--- config.mk ---
export PLATFORM = sky130hd
export DESIGN_NAME = arbitro_maquina
export DESIGN_NICKNAME = d
export VERILOG_FILES = /design/src/rtl/maquina_pkg.sv /design/src/rtl/rr_prioridad.sv /design/src/rtl/arbitro_maquina.sv
export SDC_FILE = /design/constraint.sdc
export NUM_CORES = 1
export LEC_CHECK = 0
export ABC_AREA = 1
export BUFFER_PORTS_ARGS = -buffer_cell sky130_fd_sc_hd__buf_2
export CELL_PAD_IN_SITES_DETAIL_PLACEMENT = 0
export CELL_PAD_IN_SITES_GLOBAL_PLACEMENT = 1
export CORE_MARGIN = 2
export CORE_UTILIZATION = 32
export DETAILED_ROUTE_END_ITERATION = 10
export PLACE_DENSITY_LB_ADDON = 0.1
export SYNTH_ARGS = -nofsm -noshare
export SYNTH_HDL_FRONTEND = slang
export SYNTH_SLANG_ARGS = --single-unit
--- constraint.sdc ---
create_clock -name clk -period 1.9 [get_ports clk]
set_input_delay 0.19 -clock clk [delete_from_list [all_inputs] [get_ports clk]]
set_output_delay 0.19 -clock clk [all_outputs]
set_load 0.02 [all_outputs]
--- src/rtl/maquina_pkg.sv ---
// Shared encodings for the coffee-machine arbiter: drink selections,
// arbiter states and the default watchdog limit.
package maquina_pkg;

    typedef enum logic [2:0] {
        CAFE_NINGUNO   = 3'b000,
        CAFE_NEGRO     = 3'b001,
        CAFE_AMERICANO = 3'b010,
        CAFE_LATTE     = 3'b011,
        CAFE_CAPUCHINO = 3'b100
    } tipo_cafe_t;

    typedef enum logic [1:0] {
        TAM_NINGUNO = 2'b00,
        TAM_CHICO   = 2'b01,
        TAM_MEDIANO = 2'b10,
        TAM_GRANDE  = 2'b11
    } tamano_t;

    typedef enum logic [2:0] {
        AZUCAR_NINGUNO = 3'b000,
        AZUCAR_MIN     = 3'b001,
        AZUCAR_MAX     = 3'b110
    } azucar_t;

    typedef enum logic [1:0] {
        LIBRE   = 2'b00,
        ASIGNAR = 2'b01,
        ATENDER = 2'b10,
        LIBERAR = 2'b11
    } estado_t;

    localparam logic [7:0] TIMEOUT_DEF = 8'd64;

    function automatic logic [1:0] a_onehot(input logic panel);
        return panel ? 2'b10 : 2'b01;
    endfunction

endpackage

--- src/rtl/rr_prioridad.sv ---
// Two-requester round-robin picker: panel ptr wins a tie, otherwise the
// sole requester wins.
module rr_prioridad (
    input  logic [1:0] req,
    input  logic       ptr,
    output logic       winner,
    output logic       valid
);

    assign valid  = |req;
    assign winner = (req == 2'b11) ? ptr : req[1];

endmodule

--- src/rtl/arbitro_maquina.sv ---
// Arbiter sharing one coffee machine between two panels, with watchdog.
// Define ARBITRO_ESTADISTICAS_EN to add per-panel served-drink counters.
module arbitro_maquina
    import maquina_pkg::*;
#(
    parameter logic [7:0] TIMEOUT = TIMEOUT_DEF
) (
    input  logic       clk,
    input  logic       reset,
    input  logic [1:0] req,
    input  logic [2:0] tipo_cafe_0,
    input  logic [2:0] tipo_cafe_1,
    input  logic [1:0] tamano_0,
    input  logic [1:0] tamano_1,
    input  logic [2:0] nivel_azucar_0,
    input  logic [2:0] nivel_azucar_1,
    input  logic       pago_0,
    input  logic       pago_1,
    input  logic       seleccion_valida_in,
    input  logic       preparando_in,
    input  logic       listo_in,
    output logic [2:0] tipo_cafe_out,
    output logic [1:0] tamano_out,
    output logic [2:0] nivel_azucar_out,
    output logic       pago_out,
    output logic [1:0] gnt,
    output logic [1:0] done,
    output logic [1:0] err,
    output logic       ocupado
`ifdef ARBITRO_ESTADISTICAS_EN
    ,
    output logic [7:0] servidos_0,
    output logic [7:0] servidos_1
`endif
);

    estado_t    estado, estado_sig;
    logic       owner, owner_sig;
    logic       ptr, ptr_sig;
    logic [7:0] wd, wd_sig, wd_mas;
    logic [1:0] done_sig, err_sig;
    logic       rr_winner, rr_valid;
    logic       expira;
    logic       sirviendo;

    rr_prioridad u_rr (
        .req    (req),
        .ptr    (ptr),
        .winner (rr_winner),
        .valid  (rr_valid)
    );

    assign wd_mas = (wd == 8'hFF) ? wd : wd + 8'd1;
    assign expira = (wd_mas >= TIMEOUT);

    always_comb begin
        // NOTE: every variable gets a default first so no path can infer a latch.
        estado_sig = estado;
        owner_sig  = owner;
        ptr_sig    = ptr;
        wd_sig     = wd;
        done_sig   = 2'b00;
        err_sig    = 2'b00;
        case (estado)
            LIBRE: begin
                if (rr_valid) begin
                    owner_sig  = rr_winner;
                    estado_sig = ASIGNAR;
                end
            end
            ASIGNAR: begin
                wd_sig     = 8'd0;
                estado_sig = ATENDER;
            end
            ATENDER: begin
                wd_sig = wd_mas;
                // A finished drink beats both abandonment and watchdog expiry.
                if (listo_in) begin
                    done_sig   = a_onehot(owner);
                    estado_sig = LIBERAR;
                end else if (!preparando_in && (!req[owner] || expira)) begin
                    err_sig    = a_onehot(owner);
                    estado_sig = LIBERAR;
                end
            end
            LIBERAR: begin
                ptr_sig    = ~owner;
                owner_sig  = 1'b0;
                estado_sig = LIBRE;
            end
            default: estado_sig = LIBRE;
        endcase
    end

    always_ff @(posedge clk or negedge reset) begin
        if (!reset) begin
            estado <= LIBRE;
            owner  <= 1'b0;
            ptr    <= 1'b0;
            wd     <= 8'd0;
            done   <= 2'b00;
            err    <= 2'b00;
`ifdef ARBITRO_ESTADISTICAS_EN
            servidos_0 <= 8'd0;
            servidos_1 <= 8'd0;
`endif
        end else begin
            // NOTE: non-blocking assignments so every register samples pre-edge values.
            estado <= estado_sig;
            owner  <= owner_sig;
            ptr    <= ptr_sig;
            wd     <= wd_sig;
            done   <= done_sig;
            err    <= err_sig;
`ifdef ARBITRO_ESTADISTICAS_EN
            if (done_sig[0]) servidos_0 <= servidos_0 + 8'd1;
            if (done_sig[1]) servidos_1 <= servidos_1 + 8'd1;
`endif
        end
    end

    // The machine only ever sees the owner's selection; otherwise it idles.
    assign sirviendo        = (estado == ASIGNAR) || (estado == ATENDER);
    assign tipo_cafe_out    = sirviendo ? (owner ? tipo_cafe_1 : tipo_cafe_0) : 3'b000;
    assign tamano_out       = sirviendo ? (owner ? tamano_1 : tamano_0) : 2'b00;
    assign nivel_azucar_out = sirviendo ? (owner ? nivel_azucar_1 : nivel_azucar_0) : 3'b000;
    assign pago_out         = sirviendo ? (owner ? pago_1 : pago_0) : 1'b0;

    assign gnt     = (estado == ATENDER) ? a_onehot(owner) : 2'b00;
    assign ocupado = (estado == ATENDER);

    // Selection-valid status is informational for the panels, not for arbitration.
    logic unused_ok;
    assign unused_ok = seleccion_valida_in;

endmodule

==> flow_summary_export.csv <==
group,metric,value,unit
synth,yosysWarnings,0,
worst_hold_path,min_to,"err[0]",
detailed_routing,drt_pre_antenna_iters,4,
detailed_routing,drt_wl_total,2378,um
synth,synth_seq_area_share,39.56,%
detailed_routing,drtIter0Drc,71,
setup_path,cp_cell_sequence,"inv_1 -> ha_4 -> o21ai_0 -> nor2_1 -> buf_2",
setup_path,critical_path_class,"flip-flop to output pin",
detailed_routing,wl_per_cell,10.29,um
cts,cts_max_level,1,
finish,area_growth,29.91,%
synth,syn_avg_cell_area,6.981,um2
floorplanning,die_w,60.24,um
detailed_routing,drt-vias-per-instance,4.424,
setup_path,critPathCaptureType,"output pin",
detailed_routing,wl_met3,89,um
detailed_routing,wl_met2,1207,um
detailed_routing,final_antenna_net_count,0,
setup_path,critical_path_depth,5,
finish,post-route-util,43.43,%
place,dp_hpwl,1829,um
global_routing,grt_start_max_net_pins,17,
global_routing,grtUsageTotal,14.11,%
synth,ys_seq_elements,16,
detailed_routing,dr_total_vias,1022,
sta,rsz0062_at_grt,"no",
place,gp_routability_congestion,0.7959,
setup_path,cp_top_family,"flip-flops",
pwr,p_leak,0.7225,nW
synth,syn_area,0.001012,mm2
worst_hold_path,holdCritStartpoint,"listo_in",
cts,cts_tree,"done",
sta,slew_violations,0,
setup_path,timing.rr.start,"wd[0]",
setup_path,start_kind,"flip-flop",
floorplanning,core,0.003028,mm2
detailed_routing,dr.max_layer_used,"met4",
synth,syn-num-nets,175,
floorplanning,die_h,60.24,um
synth,synth_cell_types,21,
sta,skew,0.004349,ns
cts,cts_buffers,3,
sta,slew_headroom,74.68,%
run,maxCapViolations,0,
setup_path,cp_slowest_cell,"dfrtp_1",
global_routing,grt_pass1_vias,874,
worst_hold_path,min_path_cells,2,
finish,antenna-diode-count,0,
setup_path,cp_max_fo,16,
setup_path,crit_arrival,1.54,ns
floorplanning,dieArea,0.003629,mm2
global_routing,overflow,0,
sta,hold_viol_final,0,
setup_path,r2r_cells,11,
finish,drive_above_1_share,29.95,%
sta,setup_viol,0,
setup_path,path_buf_inv,2,
detailed_routing,drc,0,
cts,cts_sinks,16,
sta,min_period_over_period,91.18,%
worst_hold_path,min_path_type,"primary input to flip-flop",
cts,cts.clk_slew.worst_paths,0.10,ns
pwr,powerDensity,1503,mW/mm2
cts,insertion_delay,0.29,ns
cts,clock_path_buffers,2,
setup_path,max_stage_delay,0.41,ns
global_routing,grt_antenna_before_repair,0,
global_routing,grt_pass1_wl,3843,um
finish,fill_cells,320,
pwr,ir_drop,1.080,mV
cts,cts_root_buffer,"clkbuf_4",
detailed_routing,m1WireLength,1071,um
synth,synth_cells,145,
floorplanning,ioPinCount,41,
place,portBuffers,39,
sta,worst_pin_slew,0.3797,ns
setup_path,reg2reg_slack,0.39,ns
sta,min_period,1.732,ns
setup_path,required,1.71,ns
floorplanning,row_count,20,
sta,fin_setup_tns,0,ns
finish,final_nets,218,
setup_path,worstReg2RegEnd,"estado[0]",
floorplanning,initial_core_util,33.43,%
sta,clock.fmax,577.2,MHz
run_status,status,"completed",
[flip-flops by register name, summed over array words and instances, names as in the netlist]
name,cells
wd,8
done,2
err,2
estado,2
owner,1
ptr,1
[per-stage QoR]
| stage | hold slack, ns | instances | power [mW] | cell area, um2 | worst slack, ns |
|---|---|---|---|---|---|
| final | 0.08618 | 231 | 1.977 | 1315 | 0.1676 |
| after global routing | 0.08914 | 231 | 2.166 | 1315 | 0.01616 |
| after CTS | 0.07355 | 231 | 2.016 | 1314 | 0.001705 |
| after detailed placement | 0.1373 | 226 | 1.712 | 1255 | 0.1484 |
| after global placement | 0.1347 | 226 | 1.693 | 1255 | 0.1713 |
| after floorplan | -0.1056 | 145 | 1.356 | 1012 | 0.2489 |
[worst reg2reg max path, cell delays in order (launching register included)]
cell	delay, ns
dfrtp_1	0.42
ha_1	0.22
inv_1	0.07
nor2_1	0.06
nand2_2	0.09
nand2_1	0.06
nor2_1	0.13
nand2_1	0.08
nand2_2	0.08
nand2_2	0.08
nand3_1	0.08
nand2_1	0.06
[layout make-up]
type | count | area, um2 | area share, %
Sequential cell | 16 | 401.6 | 30.54
Inverter | 19 | 71.32 | 5.423
Tap cell | 44 | 55.05 | 4.186
Timing Repair Buffer | 40 | 205.2 | 15.60
Clock buffer | 4 | 36.28 | 2.759
Multi-Input combinational cell | 108 | 545.5 | 41.48
[cell usage in the layout (no fill, tap or decap), types with 2 or more instances in the layout]
cell type	Yosys	layout
nand3_1	7	7
a21oi_1	4	4
nor3_1	2	2
o21ai_0	14	14
xnor2_1	2	2
nor2_1	35	35
ha_1	5	4
nand2_2	5	5
inv_1	17	17
buf_2	0	39
nand2_1	25	25
clkbuf_4	0	3
nor2_2	3	3
dfrtp_1	16	15
[cell families (layout without fill, tap and decap cells)]
kind of cell               after synthesis  after routing  share of synthesized area [%]
and+or+nand+nor                         80             80                          33.99
DFF                                     16             16                          39.55
xor gates and xnor gates                 2              2                          1.731
AOI/OAI and AO/OA                       21             21                          10.75
buffers and inverters                   21             63                          7.787
adders and majority gates                5              5                          6.180
[layer usage]
| metal | GRT usage [%] | up-vias |
|---|---|---|
| met5 | 0 | - |
| met3 | 3.896 | 2 |
| met2 | 23.45 | 21 |
| met4 | 2.857 | 0 |
| li1 | - | 536 |
| met1 | 18.24 | 463 |
[power by group]
group	total, mW	internal (mW)	switching (mW)
Sequential	0.502	0.422	0.0802
Clock	0.235	0.117	0.118
Combinational	1.24	0.436	0.803
[cell usage after synthesis]
cell / instances / area [um2]
clkinv_1: 1 / 3.750
or2_0: 1 / 6.260
inv_1: 17 / 63.81
dfrtp_1: 16 / 400.4
ha_1: 5 / 62.56
inv_2: 1 / 3.750
a21oi_1: 4 / 20.02
nand2_1: 25 / 93.84
nand2_2: 5 / 31.28
nor2_1: 35 / 131.4
xnor2_1: 2 / 17.52
o21ai_1: 1 / 5.000
nand2_4: 1 / 11.26
o22ai_1: 1 / 6.260
clkbuf_1: 2 / 7.510
or2_2: 1 / 6.260
nor3_1: 2 / 10.01
o211ai_1: 1 / 7.510
nor2_2: 3 / 18.77
o21ai_0: 14 / 70.07
nand3_1: 7 / 35.03
[how the worst max path moves through the flow]
stage	to	slack [ns]	startpoint
4_1_cts	tipo_cafe_out[0]	0.002	owner
3_5_place_dp	wd[3]	0.15	estado[0]
5_1_grt	nivel_azucar_out[0]	0.02	estado[1]
2_1_floorplan	nivel_azucar_out[0]	0.25	estado[1]
6_report	nivel_azucar_out[2]	0.17	estado[1]
3_3_place_gp	wd[3]	0.17	estado[0]
[repair_timing]
action                                 in CTS  in global routing
resized for setup                           2                  1
endpoints found under the hold margin      16                  0
pin swaps                                   0                  0
setup endpoints to repair                   9                  9
hold buffers                                1                  0
buffers inserted                            0                  0
No activity file was read; power rests on OpenSTA's default activity.
